[config.mk]
export PLATFORM = sky130hd
export DESIGN_NAME = rpn_sequencer_flat
export DESIGN_NICKNAME = d
export VERILOG_FILES = /design/src/rtl/rpn_sequencer_pkg.sv /design/src/rtl/rpn_sequencer_if.sv /design/src/rtl/rpn_alu.sv /design/src/rtl/rpn_sequencer.sv /design/src/flat_wrapper.sv
export SDC_FILE = /design/constraint.sdc
export NUM_CORES = 1
export LEC_CHECK = 0
export BUFFER_PORTS_ARGS = -buffer_cell sky130_fd_sc_hd__buf_2
export CAP_MARGIN = 20
export CELL_PAD_IN_SITES_DETAIL_PLACEMENT = 1
export CELL_PAD_IN_SITES_GLOBAL_PLACEMENT = 1
export CORE_MARGIN = 2
export CORE_UTILIZATION = 46
export DETAILED_ROUTE_END_ITERATION = 8
export PLACE_DENSITY_LB_ADDON = 0.1
export SETUP_SLACK_MARGIN = 0.5
export SYNTH_ARGS = -nofsm -noshare
export SYNTH_HDL_FRONTEND = slang
export SYNTH_HIERARCHICAL = 1
export SYNTH_SLANG_ARGS = --single-unit
export TNS_END_PERCENT = 5
[constraint.sdc]
create_clock -name clk -period 4.3 [get_ports clk]
set_input_delay 0.645 -clock clk [delete_from_list [all_inputs] [get_ports clk]]
set_output_delay 0.645 -clock clk [all_outputs]
set_load 0.02 [all_outputs]
[src/rtl/rpn_sequencer_pkg.sv]
// rpn_pkg: shared definitions for the RPN token sequencer.
//   - opcode encodings carried in tok_data[1:0] of an operator token
//   - FSM state enumeration used by rpn_sequencer
package rpn_pkg;

  localparam logic [1:0] OP_ADD = 2'd0;
  localparam logic [1:0] OP_SUB = 2'd1;
  localparam logic [1:0] OP_AND = 2'd2;
  localparam logic [1:0] OP_XOR = 2'd3;

  typedef enum logic [2:0] {
    IDLE     = 3'd0,
    PUSH_NUM = 3'd1,
    POP_B    = 3'd2,
    CAP_B    = 3'd3,
    POP_A    = 3'd4,
    CAP_A    = 3'd5,
    PUSH_RES = 3'd6
  } state_e;

endpackage

[src/rtl/rpn_sequencer_if.sv]
// rpn_sequencer_if: bundles the token handshake, the stack push/pop port and
// the result/status outputs of the sequencer.
//   master modport : token source + attached stack + observer (testbench side)
//   slave modport  : the sequencer itself
// Signals:
//   tok_valid/tok_ready/tok_is_op/tok_data : token valid/ready handshake
//   stk_push/stk_pop/stk_data_in           : requests towards the stack
//   stk_data_out/stk_empty                 : returned by the stack
//   res_valid/res_data/depth/err           : result and status
interface rpn_sequencer_if #(
  parameter int WIDTH = 8,
  parameter int DEPTH = 8
);
  localparam int DW = $clog2(DEPTH + 1);

  logic             tok_valid;
  logic             tok_ready;
  logic             tok_is_op;
  logic [WIDTH-1:0] tok_data;
  logic             stk_push;
  logic             stk_pop;
  logic [WIDTH-1:0] stk_data_in;
  logic [WIDTH-1:0] stk_data_out;
  logic             stk_empty;
  logic             res_valid;
  logic [WIDTH-1:0] res_data;
  logic [DW-1:0]    depth;
  logic             err;

  modport master (
    output tok_valid, tok_is_op, tok_data, stk_data_out, stk_empty,
    input  tok_ready, stk_push, stk_pop, stk_data_in,
           res_valid, res_data, depth, err
  );

  modport slave (
    input  tok_valid, tok_is_op, tok_data, stk_data_out, stk_empty,
    output tok_ready, stk_push, stk_pop, stk_data_in,
           res_valid, res_data, depth, err
  );

endinterface

[src/rtl/rpn_alu.sv]
// rpn_alu: combinational operator unit.
//   a_i   : deeper operand (A)
//   b_i   : top-of-stack operand (B)
//   op_i  : opcode (ADD, SUB, AND, XOR)
//   res_o : A op B, modulo 2^WIDTH
module rpn_alu
  import rpn_pkg::*;
#(
  parameter int WIDTH = 8
) (
  input  logic [WIDTH-1:0] a_i,
  input  logic [WIDTH-1:0] b_i,
  input  logic [1:0]       op_i,
  output logic [WIDTH-1:0] res_o
);

  // Operator select; results truncate to WIDTH so carries/borrows drop.
  always_comb begin
    res_o = '0;
    case (op_i)
      OP_ADD:  res_o = a_i + b_i;
      OP_SUB:  res_o = a_i - b_i;
      OP_AND:  res_o = a_i & b_i;
      OP_XOR:  res_o = a_i ^ b_i;
      default: res_o = '0;
    endcase
  end

endmodule

[src/rtl/rpn_sequencer.sv]
// rpn_sequencer: accepts reverse-Polish tokens and drives an external
// hardware stack. Operands are pushed; operators pop B then A, push A op B
// and report the result. Depth is tracked locally, so overflow/underflow
// tokens are consumed without stack traffic and raise a sticky err.
//   clk     : rising-edge clock
//   reset_n : asynchronous active-low reset
//   bus     : rpn_sequencer_if slave (token handshake, stack port, status)
module rpn_sequencer
  import rpn_pkg::*;
#(
  parameter int WIDTH = 8,
  parameter int DEPTH = 8
) (
  input logic           clk,
  input logic           reset_n,
  rpn_sequencer_if.slave bus
);

  localparam int            DW      = $clog2(DEPTH + 1);
  localparam logic [DW-1:0] DEPTH_C = DW'(DEPTH);
  localparam logic [DW-1:0] ONE_C   = DW'(1);
  localparam logic [DW-1:0] TWO_C   = DW'(2);

  state_e           state_q, state_d;
  logic [DW-1:0]    depth_q, depth_d;
  logic             err_q, err_d;
  logic             push_q, push_d;
  logic             pop_q, pop_d;
  logic [WIDTH-1:0] data_in_q, data_in_d;
  logic             res_valid_q, res_valid_d;
  logic [WIDTH-1:0] res_data_q, res_data_d;
  logic [WIDTH-1:0] b_q, b_d;
  logic [1:0]       op_q, op_d;
  logic [WIDTH-1:0] alu_res;

  logic accept;
  logic num_ok;
  logic op_ok;
  logic tok_bad;

  assign accept  = bus.tok_valid && (state_q == IDLE);
  assign num_ok  = accept && !bus.tok_is_op && (depth_q < DEPTH_C);
  assign op_ok   = accept &&  bus.tok_is_op && (depth_q >= TWO_C);
  assign tok_bad = accept && !num_ok && !op_ok;

  // A is never held in its own register: in CAP_A the stack is presenting
  // A, so it feeds the ALU directly and the result lands in the push data.
  rpn_alu #(.WIDTH(WIDTH)) u_alu (
    .a_i   (bus.stk_data_out),
    .b_i   (b_q),
    .op_i  (op_q),
    .res_o (alu_res)
  );

  // State register.
  always_ff @(posedge clk or negedge reset_n) begin
    if (!reset_n) begin
      state_q <= IDLE;
    end else begin
      state_q <= state_d;
    end
  end

  // Next-state decode.
  always_comb begin
    state_d = state_q;
    case (state_q)
      IDLE: begin
        if (num_ok) begin
          state_d = PUSH_NUM;
        end else if (op_ok) begin
          state_d = POP_B;
        end else begin
          state_d = IDLE;
        end
      end
      PUSH_NUM: state_d = IDLE;
      POP_B:    state_d = CAP_B;
      CAP_B:    state_d = POP_A;
      POP_A:    state_d = CAP_A;
      CAP_A:    state_d = PUSH_RES;
      PUSH_RES: state_d = IDLE;
      default:  state_d = IDLE;
    endcase
  end

  // Output/datapath next values; pulses are set one edge early so the
  // registered copy lines up with the state that owns it.
  always_comb begin
    push_d      = 1'b0;
    pop_d       = 1'b0;
    res_valid_d = 1'b0;
    data_in_d   = data_in_q;
    res_data_d  = res_data_q;
    depth_d     = depth_q;
    b_d         = b_q;
    op_d        = op_q;
    err_d       = err_q | tok_bad;
    case (state_q)
      IDLE: begin
        if (num_ok) begin
          push_d    = 1'b1;
          data_in_d = bus.tok_data;
        end else if (op_ok) begin
          pop_d = 1'b1;
          op_d  = bus.tok_data[1:0];
        end else begin
          push_d = 1'b0;
        end
      end
      PUSH_NUM: depth_d = depth_q + ONE_C;
      POP_B:    pop_d   = 1'b0;
      CAP_B: begin
        b_d   = bus.stk_data_out;
        pop_d = 1'b1;
      end
      POP_A:    pop_d = 1'b0;
      CAP_A: begin
        push_d      = 1'b1;
        res_valid_d = 1'b1;
        data_in_d   = alu_res;
        res_data_d  = alu_res;
      end
      PUSH_RES: depth_d = depth_q - ONE_C;
      default:  depth_d = depth_q;
    endcase
  end

  // Registered outputs and operand/opcode latches.
  always_ff @(posedge clk or negedge reset_n) begin
    if (!reset_n) begin
      push_q      <= 1'b0;
      pop_q       <= 1'b0;
      data_in_q   <= '0;
      res_valid_q <= 1'b0;
      res_data_q  <= '0;
      depth_q     <= '0;
      err_q       <= 1'b0;
      b_q         <= '0;
      op_q        <= 2'd0;
    end else begin
      push_q      <= push_d;
      pop_q       <= pop_d;
      data_in_q   <= data_in_d;
      res_valid_q <= res_valid_d;
      res_data_q  <= res_data_d;
      depth_q     <= depth_d;
      err_q       <= err_d;
      b_q         <= b_d;
      op_q        <= op_d;
    end
  end

  assign bus.tok_ready   = (state_q == IDLE);
  assign bus.stk_push    = push_q;
  assign bus.stk_pop     = pop_q;
  assign bus.stk_data_in = data_in_q;
  assign bus.res_valid   = res_valid_q;
  assign bus.res_data    = res_data_q;
  assign bus.depth       = depth_q;
  assign bus.err         = err_q;

endmodule

[src/flat_wrapper.sv]
// flat-port wrapper written by rule: the top's interface ports become plain ports
module rpn_sequencer_flat import rpn_pkg::*;
#(
  parameter int WIDTH = 8,
  parameter int DEPTH = 8
)
  (clk, reset_n, bus_tok_valid, bus_tok_is_op, bus_tok_data, bus_stk_data_out, bus_stk_empty, bus_tok_ready, bus_stk_push, bus_stk_pop, bus_stk_data_in, bus_res_valid, bus_res_data, bus_depth, bus_err);
  rpn_sequencer_if #(.WIDTH(WIDTH), .DEPTH(DEPTH)) bus_i ();
  input logic clk;
  input logic reset_n;
  input wire logic [$bits(bus_i.tok_valid)-1:0] bus_tok_valid;
  input wire logic [$bits(bus_i.tok_is_op)-1:0] bus_tok_is_op;
  input wire logic [$bits(bus_i.tok_data)-1:0] bus_tok_data;
  input wire logic [$bits(bus_i.stk_data_out)-1:0] bus_stk_data_out;
  input wire logic [$bits(bus_i.stk_empty)-1:0] bus_stk_empty;
  output wire logic [$bits(bus_i.tok_ready)-1:0] bus_tok_ready;
  output wire logic [$bits(bus_i.stk_push)-1:0] bus_stk_push;
  output wire logic [$bits(bus_i.stk_pop)-1:0] bus_stk_pop;
  output wire logic [$bits(bus_i.stk_data_in)-1:0] bus_stk_data_in;
  output wire logic [$bits(bus_i.res_valid)-1:0] bus_res_valid;
  output wire logic [$bits(bus_i.res_data)-1:0] bus_res_data;
  output wire logic [$bits(bus_i.depth)-1:0] bus_depth;
  output wire logic [$bits(bus_i.err)-1:0] bus_err;
  assign bus_i.tok_valid = bus_tok_valid;
  assign bus_i.tok_is_op = bus_tok_is_op;
  assign bus_i.tok_data = bus_tok_data;
  assign bus_i.stk_data_out = bus_stk_data_out;
  assign bus_i.stk_empty = bus_stk_empty;
  assign bus_tok_ready = bus_i.tok_ready;
  assign bus_stk_push = bus_i.stk_push;
  assign bus_stk_pop = bus_i.stk_pop;
  assign bus_stk_data_in = bus_i.stk_data_in;
  assign bus_res_valid = bus_i.res_valid;
  assign bus_res_data = bus_i.res_data;
  assign bus_depth = bus_i.depth;
  assign bus_err = bus_i.err;
  rpn_sequencer #(.WIDTH(WIDTH), .DEPTH(DEPTH)) u_core (.clk(clk), .reset_n(reset_n), .bus(bus_i));
endmodule
Word level (Yosys, flattened, before mapping)
Index checks and enable logic that the tools add are counted.

word-level totals
  bits in registers = 37
  word-level logic and storage cells = 59

cells by class
  equality and inequality tests = 10
  order comparisons = 2
  muxes and demuxes = 13
  reductions and logical operators = 16
  bitwise gates (word level) = 4
  add/subtract/negate cells = 4

operators with widths
  cell                   number
  $pmux W8 S4            1
  $pmux W8 S2            1
  $pmux W3 S5            1
  $eq A3 B3 Y1 const B   3
  $add A8 B8 Y8          1
  $and A8 B8 Y8          1
  $mux W8                1
  $pmux W4 S2            1
  $sub A8 B8 Y8          1
  $xor A8 B8 Y8          1
  $logic_and A1 B1 Y1    7
  $eq A3 B2 Y1 const B   2
  $add A4 B1 Y4 const B  1
  $eq A2 B2 Y1 const B   2
  $ge A4 B2 Y1 const B   1
  $lt A4 B4 Y1 const B   1
  $mux W1                4
  $pmux W1 S2            2
  $reduce_bool A2 Y1     2
  $sub A4 B1 Y4 const B  1
  $eq A3 B1 Y1 const B   1
  $logic_not A1 Y1       3
  $logic_not A3 Y1       1
  $mux W3                1
  8 further kinds        8

Longest topological paths before layout
  depth after elaboration = 8
  gate-level depth with buffers = 13

Hierarchy
The synthesis kept the hierarchy.

by module, submodules not included
  module         cells an instance  area an instance (sq um)  seq. area each (sq um)  instances
  rpn_sequencer  154                1726.7                    925.9                   1
  rpn_alu        91                 726.9                     0.0                     1

Worst setup path after synthesis
Ideal clock, no wire load.

  kind = reg2reg
  start = reg u_core.op_q[0]
  end = reg u_core.data_in_q[7], in the netlist u_core/bus.stk_data_in[7]
  data required time = 4175 ps
  library setup time = 125 ps
  arrival time = 2590 ps
  cell stages (with the launch flop) = 14
  slack = 1585 ps
  cell sequence = dfrtp_1 buf_6 nor2b_4 buf_6 a31oi_1 xnor2_1 ha_1 a21o_1 a31o_2 a21oi_1 xnor2_1 mux2i_1 mux2_2 mux2_2

on the way
  longest elaborated chain between the ends = 3
  elaborated cells between the ends (all ways) = 6

RTL lines
  item                                  line                  source
  from (decl)                           rpn_sequencer.sv:33   logic [1:0] op_q, op_d;
  from (signal assigned)                rpn_sequencer.sv:150  op_q <= op_d;
  $eq A2 B2 Y1 (tied with other cells)  rpn_alu.sv:20         case (op_i)
  $pmux W8 S4 (*)                       rpn_alu.sv:20
  net u_core.alu_res[7]                 rpn_sequencer.sv:34   logic [WIDTH-1:0] alu_res;
  $pmux W8 S2 (*)                       rpn_sequencer.sv:99   case (state_q)
  to (signal assigned)                  rpn_sequencer.sv:144  data_in_q <= data_in_d;
  to (decl)                             rpn_sequencer.sv:29   logic [WIDTH-1:0] data_in_q, data_in_d;

The timed path passes the listed nets; every way through them passes the cells marked *.
A chain may end at the register's enable or synchronous reset.

Final worst setup path
  start = reg u_core.op_q[1]
  end = reg u_core.data_in_q[7], in the netlist u_core/bus.stk_data_in[7]

The elaborated chain is that of the path after synthesis.

==> impl_results.md <==
- Setup Total Neg Slack: 0 ns
- Fraction of synthesized area in multiplexers: 0.125
- Dominant synthesized flop cell: dfrtp_1
- CTS tree: built
- Total chip power: around 2.6 mW
- GPL Wtd Cong: approximately 0.75
- Mapped Nets: roughly 290
- Final hold vios: 0
- Initial antenna violation count: 0
- Register area share after synthesis: 0.377
- Worst Setup Path Type: reg2reg
- First-pass GRT wire length: 10500 um
- Clock sinks: 37
- Root Driver: clkbuf_8
- GR Layer Usage met3: 0.0447
- # IOs: 46
- Number of synthesized register bits: 37
- Internal Power: about 1.4 mW
- Data required, critical path: around 4.5 ns
- Post-synth top cells: 37 x dfrtp_1, 32 x nand2_1, 21 x mux2_2
- Leakage: 1.36 nW
- Filler cells: around 640
- Core Region: 5140 um^2
- Cell Rows: 26
- EDFF count, synth: 0
- Layout Cell Area excl Fill: 2800 um^2
- Slew at the pin closest to its max-slew limit: 0.856 ns
- Detailed Route Iter0 Violations: slightly below 50
- Layout cells sized above 1: 0.284
- WL final: about 6000 um
- Sequential Power Share: 0.286
- Share of the synthesized area in the top cell type: 0.377
- Logic pwr share: 0.593
- Pre-Repair DR Iteration Count: 4
- Syn avg cell area: 10.0 um^2
- Finished Core Util: 0.545
- Layout area overhead: 14.2%
- Post_cts resized: 0
- Via/cell ratio: ~5.5
- Met2 global-route usage: 0.387
- Synthesized cell area: around 2500 um^2
- Critical Path AT: 3.37 ns
- Clk_lat worst skew: ~0.30 ns
- Nets: around 330
- Max VDD drop: approximately 340 uV
- Reg area: roughly 930 um^2
- Dpl cell area: approximately 2700 um^2
- Simple-Gate Fraction of Synth Area: 0.175
- Post-CTS setup buffers: 0
- Grt total ovfl: 0
- Critical Path Start Type: flop
- Post-synth top area cell: dfrtp_1
- Initial Util: 0.477
- Switching power: about 1.2 mW
- Ant diodes: 0
- Synth warn: 6
- M1 GR Usage: 0.289
- Top post-synthesis cells by area: dfrtp_1 38%, mux2_2 9.6%, ha_1 9.2%
- Final Setup Violations: 0
- I/O Buffers: 44
- Largest net degree at the start of global routing: 38
- # DRC: 0
- Most common cell in the netlist: dfrtp_1
- Final ANT Viol Nets: 0
- Via count: slightly below 2000
- Normalized max-slew margin: 0.429
- Clk buf depth: 2
- Min Clock Period, post-route: 3.18 ns
- Clock transition at the registers of the reported paths: 0.08 ns
- Worst setup EP type: flop
- Vias in the first global route: around 2100
- Min-Delay Path Class: in2async
- Dpl hpwl: 4440 um
- Footprint of the multi-input gates: ~1400 um^2
- Die area: slightly below 6000 um^2
- Synth Area in Compound Gates: 0.112
- Avg WL per Cell: 17.2 um
- Fin crit share: 0.740
- Skew final: a little under 0.005 ns
- Most Used Layer, Global Route: met2
- Max-slew violations: 0
- Sw frac: 0.470
- Status: complete, no violations
- FMAX: between 0.3 and 0.4 GHz
- Die height: approximately 77 um
- All-Layer GR Usage: 0.225
- Largest family of logic cells by synthesized area: simple AND/OR/NAND/NOR gates
- Clock share of power: 0.120
- Synth Area in XOR/XNOR: 0.0535
- Num CTS Buffers: 5
- Die W: slightly below 80 um
- PD cells: roughly 930 nW/um^2
- Share of synthesized cell area in full adder, half adder and majority cells: 0.108
- RSZ-0062 raised after global routing: false
- Async SR Flop Fraction: 1.00
- Post-CTS Hold Buffers: 0
- Max_cap viols: 0
- Cell variety after synth: between 40 and 50
- H-tree Lvls: 2
- Synth Instances: around 250
- CP max FO: 19
## placed cells by master (no fill, tap or decap), types with 4 or more instances in the layout
cell | synthesis | final
o21ai_0 | 7 | 7
nor2_1 | 13 | 13
buf_2 | 2 | 44
a31oi_1 | 4 | 4
nor4b_1 | 4 | 4
mux2_2 | 21 | 21
xor2_1 | 4 | 4
nand3_1 | 4 | 4
nand2_1 | 32 | 32
dfrtp_1 | 37 | 37
mux2i_1 | 7 | 7
clkbuf_8 | 0 | 5
o211ai_1 | 4 | 4
xnor2_1 | 11 | 11
a21oi_1 | 10 | 10
nand2b_1 | 4 | 4
ha_1 | 18 | 18
inv_1 | 12 | 12
a21o_1 | 4 | 4
## worst paths after layout
check	from	endpoint	slack, ns	cells past startpoint
max in group asynchronous	reset_n	u_core/bus.res_data[2]	3.31	1
hold / removal	reset_n	u_core/bus.err	0.45	1
hold reg to reg	u_core/bus.res_data[2]	u_core/bus.res_data[2]	0.49	2
min in group clk	u_core/bus.res_data[2]	u_core/bus.res_data[2]	0.49	2
setup reg to reg	u_core/op_q[1]	u_core/bus.stk_data_in[7]	1.12	11
setup / recovery	u_core/op_q[1]	u_core/bus.stk_data_in[7]	1.12	11
## final cells by class
type | instances | share of cell area
clock buffers | 5 | 0.0246
clock inverters | 3 | 0.0165
inverters | 12 | 0.0161
multi-input cells | 184 | 0.503
flip-flops and latches | 37 | 0.330
well taps | 70 | 0.0312
repair buffers | 44 | 0.0786
## sequential cells by signal (all words and copies together) (netlist names), 2 cells and up
signal / cells
u_core/b_q: 8
u_core/bus.res_data: 8
u_core/bus.stk_data_in: 8
u_core/bus.depth: 4
u_core/state_q: 3
u_core/op_q: 2
## critical path, stage by stage, from the launching register on
cell and delay, ns:
dfrtp_1 0.76, nor2b_4 0.14, a31oi_1 0.22, xnor2_1 0.17
ha_1 0.32, a21o_1 0.21, a31o_2 0.23, a21oi_1 0.17
xnor2_1 0.16, mux2i_1 0.13, mux2_2 0.31, mux2_2 0.26
## power groups by stage
stage	sequential, mW	combinational, mW	clock [mW]
after detailed placement	0.755	1.55	0
after global placement	0.744	1.48	0
final	0.749	1.55	0.315
after CTS	0.749	1.57	0.323
after floorplan	0.758	1.15	0
after global routing	0.790	1.74	0.339
## layer usage
layer | routed length (um) | part of all wire
met1 | 2750 | 0.45
met2 | 3040 | 0.50
met3 | 220 | 0.036
met4 | 84 | 0.014
met5 | 0 | 0
## per-stage QoR
stage / hold slack (ns) / setup WS (ns) / instances
finish: 0.453 / 1.12 / 355
CTS: 0.490 / 1.15 / 355
floorplan: 0.349 / 1.59 / 245
global route: 0.517 / 0.938 / 355
detailed placement: 0.458 / 1.16 / 347
global placement: 0.460 / 1.24 / 347
## logic make-up (layout without fill, tap and decap cells)
group | count (synthesis) | after routing
flops | 37 | 37
mux | 28 | 28
compound gates | 41 | 41
xor+xnor | 15 | 15
simple gates | 80 | 80
buf+inv | 24 | 64
fa+ha+maj | 20 | 20
No activity file was read; power rests on OpenSTA's default activity.
